### config.mk
export PLATFORM = sky130hd
export DESIGN_NAME = serial_deser_mc
export DESIGN_NICKNAME = d
export VERILOG_FILES = /design/src/rtl/deser_pkg.sv /design/src/rtl/deser_rr_arb.sv /design/src/rtl/serial_deser_mc.sv
export SDC_FILE = /design/constraint.sdc
export NUM_CORES = 1
export LEC_CHECK = 0
export ABC_CLOCK_PERIOD_IN_PS = 3900
export CAP_MARGIN = 40
export CORE_MARGIN = 5
export CORE_UTILIZATION = 35
export CTS_BUF_LIST = sky130_fd_sc_hd__clkbuf_2
export DETAILED_ROUTE_END_ITERATION = 10
export HOLD_SLACK_MARGIN = 0.05
export MAX_ROUTING_LAYER = met4
export PLACE_DENSITY_LB_ADDON = 0.3
export SYNTH_ARGS = -nofsm -noshare
export SYNTH_HDL_FRONTEND = slang
export SYNTH_SLANG_ARGS = --single-unit
### constraint.sdc
create_clock -name ti_clk -period 3.9 [get_ports ti_clk]
set_input_delay 0.39 -clock ti_clk [delete_from_list [all_inputs] [get_ports ti_clk]]
set_output_delay 0.39 -clock ti_clk [all_outputs]
set_load 0.03 [all_outputs]
### src/rtl/deser_pkg.sv
// Shared constants and helpers for the multi-channel serial deserializer.
package deser_pkg;

  localparam int          DROP_CNT_W   = 16;
  localparam logic [15:0] DROP_CNT_MAX = 16'hFFFF;

  function automatic int ch_width(input int n);
    return (n > 1) ? $clog2(n) : 1;
  endfunction

endpackage

### src/rtl/deser_rr_arb.sv
// Round-robin arbiter: grants the first requester at or above rr,
// with wrap-around; rr moves past the winner on advance.
module deser_rr_arb
  import deser_pkg::*;
#(
  parameter int NUM_CH = 4,
  parameter int CH_W   = ch_width(NUM_CH)
) (
  input  logic              ti_clk,
  input  logic              reset,
  input  logic [NUM_CH-1:0] req,
  input  logic              advance,
  output logic [CH_W-1:0]   grant,
  output logic              grant_v
);

  logic [CH_W-1:0] rr;

  // Walk downward so the lowest offset from rr wins last.
  always_comb begin
    logic [CH_W-1:0] idx;
    idx     = '0;
    grant   = '0;
    grant_v = 1'b0;
    for (int i = NUM_CH - 1; i >= 0; i--) begin
      idx = CH_W'((int'(rr) + i) % NUM_CH);
      if (req[idx]) begin
        grant   = idx;
        grant_v = 1'b1;
      end
    end
  end

  always_ff @(posedge ti_clk) begin
    if (reset) begin
      rr <= '0;
    end else if (advance && grant_v) begin
      if (int'(grant) == NUM_CH - 1)
        rr <= '0;
      else
        rr <= grant + 1'b1;
    end
  end

endmodule

### src/rtl/serial_deser_mc.sv
// NUM_CH-channel MSB-first deserializer with round-robin output drain.
// Optional per-channel drop counters: define DESER_DROP_CNT_EN.
module serial_deser_mc
  import deser_pkg::*;
#(
  parameter int WORD_W = 16,
  parameter int NUM_CH = 4,
  parameter int CH_W   = ch_width(NUM_CH)
) (
  input  logic                  ti_clk,
  input  logic                  reset,
  input  logic                  enable,
  input  logic                  resync,
  input  logic [NUM_CH-1:0]     serial_in,
  output logic                  out_valid,
  input  logic                  out_ready,
  output logic [WORD_W-1:0]     out_data,
  output logic [CH_W-1:0]       out_ch,
  output logic [NUM_CH-1:0]     ovf,
  input  logic [CH_W-1:0]       cnt_sel,
  output logic [DROP_CNT_W-1:0] drop_cnt
);

  localparam int BC_W = $clog2(WORD_W);

  logic [BC_W-1:0]   bcnt;
  logic [WORD_W-2:0] sr [NUM_CH];
  logic [WORD_W-1:0] hold [NUM_CH];
  logic [NUM_CH-1:0] hold_v;
  logic [WORD_W-1:0] new_word [NUM_CH];

  logic              sample;
  logic              done;
  logic              xfer;
  logic [CH_W-1:0]   grant;
  logic              grant_v;
  logic [NUM_CH-1:0] freed;
  logic [NUM_CH-1:0] load;
  logic [NUM_CH-1:0] drop;

  assign sample = enable & ~resync;
  assign done   = sample & (bcnt == BC_W'(WORD_W - 1));
  assign xfer   = grant_v & (~out_valid | out_ready);

  // A hold slot drained this cycle can accept the new word.
  always_comb begin
    freed = '0;
    load  = '0;
    drop  = '0;
    for (int c = 0; c < NUM_CH; c++) begin
      new_word[c] = {sr[c], serial_in[c]};
      freed[c] = xfer && (grant == CH_W'(c));
      load[c]  = done && (!hold_v[c] || freed[c]);
      drop[c]  = done && hold_v[c] && !freed[c];
    end
  end

  always_ff @(posedge ti_clk) begin
    if (reset || resync)
      bcnt <= '0;
    else if (enable)
      bcnt <= done ? '0 : bcnt + 1'b1;
  end

  always_ff @(posedge ti_clk) begin
    for (int c = 0; c < NUM_CH; c++) begin
      if (reset || resync)
        sr[c] <= '0;
      else if (enable)
        sr[c] <= new_word[c][WORD_W-2:0];
    end
  end

  always_ff @(posedge ti_clk) begin
    for (int c = 0; c < NUM_CH; c++) begin
      if (reset) begin
        hold[c]   <= '0;
        hold_v[c] <= 1'b0;
      end else if (load[c]) begin
        hold[c]   <= new_word[c];
        hold_v[c] <= 1'b1;
      end else if (freed[c]) begin
        hold_v[c] <= 1'b0;
      end
    end
  end

  always_ff @(posedge ti_clk) begin
    if (reset)
      ovf <= '0;
    else
      ovf <= ovf | drop;
  end

  deser_rr_arb #(
    .NUM_CH (NUM_CH),
    .CH_W   (CH_W)
  ) u_arb (
    .ti_clk  (ti_clk),
    .reset   (reset),
    .req     (hold_v),
    .advance (xfer),
    .grant   (grant),
    .grant_v (grant_v)
  );

  always_ff @(posedge ti_clk) begin
    if (reset) begin
      out_valid <= 1'b0;
      out_data  <= '0;
      out_ch    <= '0;
    end else if (xfer) begin
      out_valid <= 1'b1;
      out_data  <= hold[grant];
      out_ch    <= grant;
    end else if (out_ready) begin
      out_valid <= 1'b0;
    end
  end

`ifdef DESER_DROP_CNT_EN
  logic [DROP_CNT_W-1:0] dcnt [NUM_CH];

  always_ff @(posedge ti_clk) begin
    for (int c = 0; c < NUM_CH; c++) begin
      if (reset)
        dcnt[c] <= '0;
      else if (drop[c] && dcnt[c] != DROP_CNT_MAX)
        dcnt[c] <= dcnt[c] + 1'b1;
    end
  end

  always_comb begin
    drop_cnt = '0;
    if (int'(cnt_sel) < NUM_CH)
      drop_cnt = dcnt[cnt_sel];
  end
`else
  logic cnt_sel_unused;
  assign cnt_sel_unused = ^cnt_sel;
  assign drop_cnt = '0;
`endif

endmodule

; After elaboration in Yosys (flattened, before gate mapping)
; Memories as Yosys holds them, arrays and structs flattened. A register that Yosys moved wholly into a read port is not among the register bits.
; Index checks and enable logic that the tools add are counted.
; W data, S select, Z words.
[op_classes]
add_sub_neg = 5
order_cmp = 4
eq_ne = 5
n_mux = 55
n_bitwise = 15
n_reduce_logical = 36
[op_table]
columns = op, count
row1 = $mux W16, 4
row2 = $mux W15, 4
row3 = $mux W1, 37
row4 = $logic_and A1 B1 Y1, 17
row5 = $lt A2 B3 Y1 const B, 4
row6 = $mux W2, 5
row7 = $reduce_bool A2 Y1, 5
row8 = $or A1 B1 Y1, 9
row9 = $bmux W1 S2, 4
row10 = $logic_not A1 Y1, 8
row11 = $logic_or A1 B1 Y1, 5
row12 = $add A2 B1 Y2 const B, 2
row13 = $add A2 B2 Y2 const B, 2
row14 = $add A4 B1 Y4 const B, 1
row15 = $eq A2 B1 Y1 const B, 2
row16 = $eq A2 B2 Y1 const B, 2
row17 = $eq A4 B4 Y1 const B, 1
row18 = $mux W4, 1
row19 = $or A4 B4 Y4, 1
row20 = $and A1 B1 Y1, 3
row21 = $logic_not A2 Y1, 1
row22 = $not A1 Y1, 2
[totals]
regBits = 17
ramBits = 124
input_bits = 11
out_inout_bits = 39
word_cells = 131
mem_count = 2
[mem_list]
columns = name, words, word_bits, read_ports, rd_ports_with_merged_regs, write_ports, line_no
row1 = hold, 4, 16, 1, 1, 4, serial_deser_mc.sv:28  ; logic [WORD_W-1:0] hold [NUM_CH];
row2 = sr, 4, 15, 4, 0, 4, serial_deser_mc.sv:27  ; logic [WORD_W-2:0] sr [NUM_CH];

; Longest topological paths before layout
[depth]
ltp_word = 15
depth_mapped = 11
depth_no_buf = 8

; Cells and area by module
; Synthesis repeated with hierarchy kept, for this count alone.
[unflattened]
hier_cells = 436
hier_area_um2 = 6495.0
[by_module_without_submodules]
columns = mod, instances, cells_each, area_per_inst_um2, seq_area_each_um2
row1 = serial_deser_mc, 1, 416, 6332.3, 4344.2
row2 = deser_rr_arb, 1, 20, 162.7, 40.0

; Worst setup path after synthesis
; No wires, ideal clock.
[synth_path]
path_type = flip-flop to flip-flop
start = register hold_v[2]
end = memory hold[3][0], enable pin
setup_ns = 0.411
arrival_time_ns = 2.848
required_ns = 3.489
slack_ns = 0.640
path_stages_with_launch = 10
n_path_buf = 2
period_less_slack_ns = 3.260
cell_sequence = dfxtp_1 -> nor2b_1 -> a211o_1 -> nand2_2 -> inv_2 -> buf_6 -> buf_6 -> ha_1 -> a21boi_0 -> o21ai_0
[synth_lines]
columns = item, line_no
row1 = "start, declared", serial_deser_mc.sv:29  ; logic [NUM_CH-1:0] hold_v;
row2 = "start signal, assigned by index", serial_deser_mc.sv:78  ; hold_v[c] <= 1'b0;
row3 = "start signal, assigned by index", serial_deser_mc.sv:81  ; hold_v[c] <= 1'b1;
row4 = "start signal, assigned by index", serial_deser_mc.sv:83  ; hold_v[c] <= 1'b0;
row5 = "end, declared", serial_deser_mc.sv:28

==> flow_summary_export.csv <==
group,metric,value,unit
run_status,status,"finished clean",
drt,route.detailed.wl_per_inst,17.0,um
clock_network,numCtsBuffers,17,
yosys,yosysTopAreaCell,"edfxtp_1",
power,ir_drop,165,uV
worst_setup_path,path_class,"register to register",
worst_setup_path,cp_cell_sequence,"nor2b_1 > o21bai_2 > buf_4 > nand2_2 > inv_2 > o21ai_4 > a21o_1",
final_layout,fin_area,7340,sq um
worst_setup_path,crit_path_max_fanout,33,
drt,drc,0,
floorplan,core,18700,sq um
worst_setup_path,r2r.worst_path.cells,7,
floorplan,die_width,148,um
clock_network,cts_tree,"built",
global_route,track_usage,0.130,
worst_hold_path,min_path_cells,2,
worst_hold_path,min_path_type,"input pin to register",
worst_setup_path,r2r-end,"hold[0][10]",
worst_setup_path,r2r_start,"hold_v[0]",
final_layout,area_growth,10.5,%
worst_setup_path,slowest_delay,0.64,ns
clock_network,ctsHoldBuffers,0,
yosys,avgSynthCellArea,13.1,sq um
drt,dr.pass1.iters,4,
timing,hold_ws,0.340,ns
yosys,synth_cell_types,50,
timing,period_minus_slack,3.06,ns
global_route,grt.overflow.total,0,
power,p_leak,0.00288,uW
place,place_congestion,0.845,
drt,viasPerCell,4.98,
worst_setup_path,end_kind,"register",
global_route,grt_pass1_wl,21.3,mm
yosys,async_reset_ff_frac,0,
place,io_buffers,31,
yosys,synth_flop_cell,"edfxtp_1",
worst_setup_path,critPathLaunchType,"register",
final_layout,drive_above_1_share,0.100,
worst_setup_path,required,4.26,ns
timing,worst_pin_slew,0.763,ns
drt,ant_nets,0,
clock_network,post_cts_buffers,0,
drt,dr.first_iter.drc_count,211,
job,max_cap_violations,0,
yosys,synth_most_common_cell,"edfxtp_1",
floorplan,fp.dieH,148,um
floorplan,ioPinCount,50,
timing,drv_slew,0,
timing,fin_setup_tns,0,ns
clock_network,clkLatencyLatePin,0.71,ns
clock_network,cts-resized-gates,0,
floorplan,num_rows,50,
clock_network,clockBufferDepth,2,
drt,routed_wl,13.3,mm
worst_hold_path,hold_start,"serial_in[1]",
power,power.density,385,nW/um^2
timing,relSlewSlack,0.492,
timing,hold_viol_final,0,
worst_setup_path,crit_buf_inv,2,
place,place_area,7110,sq um
final_layout,layout.nets,548,
yosys,synth_edf_count,124,
clock_network,root_buffer,"clkbuf_2",
yosys,synth_commonest_cells,"edfxtp_1, and2_1, and3_1",
timing,skew,0.0253,ns
place,hpwl,8.13,mm
clock_network,h-tree-depth,4,
floorplan,die_area,21800,sq um
yosys,yosysWarnings,0,
global_route,grt_start_max_net_pins,61,
drt,num_vias,3901,
yosys,synth_cells,509,
clock_network,cts.sinks,157,
yosys,ys_seq_area_frac,0.660,
timing,rsz0062_at_grt,"false",
global_route,grt_antenna_before_repair,1,
global_route,grt_pass1_vias,3966,
worst_setup_path,crit_arrival,3.42,ns
worst_setup_path,rrSetupSlack,0.84,ns
yosys,synth_seq_cells,157,
timing,max_freq,0.327,GHz
timing,setup_viol,0,
yosys,synthesis.area,6640,sq um
worst_setup_path,crit_slowest_cell,"a21o_1",
yosys,yosys.area.top_type_share,0.560,
timing,fin_crit_sh,0.785,
worst_hold_path,hold_end,"sr[1][0]",
floorplan,start_util,0.355,
yosys,synth.area.top_cells,"edfxtp_1, dfxtp_1, and2_1, and3_1, mux2i_1",
clock_network,cts.clk_slew.worst_paths,0.23,ns
worst_setup_path,crit_family,"compound AO/OA/AOI/OAI gates",
-- flip-flops by register name, summed over array words and instances (netlist names) --
name       count
out_data      16
bcnt           4
sr            60
u_arb.rr       2
hold_v         4
out_ch         2
out_valid      1
hold          64
ovf            4
-- placed cells by master (no fill, tap or decap), types with 17 or more instances in the layout --
| cell type | count |
|---|---|
| mux2i_1 | 17 |
| o211ai_1 | 18 |
| clkdlybuf4s50_1 | 31 |
| edfxtp_1 | 124 |
| a21boi_0 | 17 |
| and2_1 | 77 |
| dfxtp_1 | 33 |
| and3_1 | 65 |
| clkbuf_2 | 21 |
| nand2_1 | 26 |
-- power breakdown --
group	switching [uW]	total [uW]	leakage, uW	internal [uW]
sequential	17.7	1870	0.00163	1850
clock	566	871	0.000148	305
combinational	67.7	91.0	0.00111	23.3
total	651	2830	0.00288	2180
-- stage by stage --
stage	total power [uW]	util	cells	worst slack, ns
after floorplan	1970	-	524	0.640
after global placement	1990	0.380	750	0.868
after detailed placement	2000	0.380	750	0.781
after CTS	2860	0.392	782	0.793
after global routing	2940	0.393	783	0.599
final	2830	0.393	783	0.838
-- per-layer routing --
layer  track usage  routed length (um)
met3        0.0310                 687
met1         0.168                6220
met2         0.197                6110
met4        0.0522                 329
met5             -                   0
-- worst max path at each step --
stage / from / to / cells past startpoint
2_1_floorplan: hold_v[2] / hold[3][0] / 9
3_3_place_gp: out_ready / hold[0][8] / 6
3_5_place_dp: out_ready / hold[0][12] / 6
4_1_cts: hold_v[0] / hold[0][6] / 7
5_1_grt: hold_v[0] / hold[0][6] / 7
6_report: hold_v[0] / hold[0][10] / 7
-- area by class of cell --
type	count	area [sq um]
Timing Repair Buffer	40	390
Clock inverter	11	120
Fill cell	1741	11400
Sequential cell	157	4380
Antenna cell	1	2.50
Multi-Input combinational cell	314	2030
Clock buffer	21	105
Inverter	5	18.8
Tap cell	234	293
-- cell families (layout without fill, tap and decap cells) --
kind of cell,count (synthesis),after routing,synth area share
simple gates,199,199,0.177
compound gates,79,79,0.0872
xor+xnor,1,1,0.00132
other cells,1,17,0.000564
fa+ha+maj,2,2,0.00377
buf+inv,53,77,0.0446
mux,17,17,0.0256
flops,157,157,0.660
No activity file was read; power rests on OpenSTA's default activity.
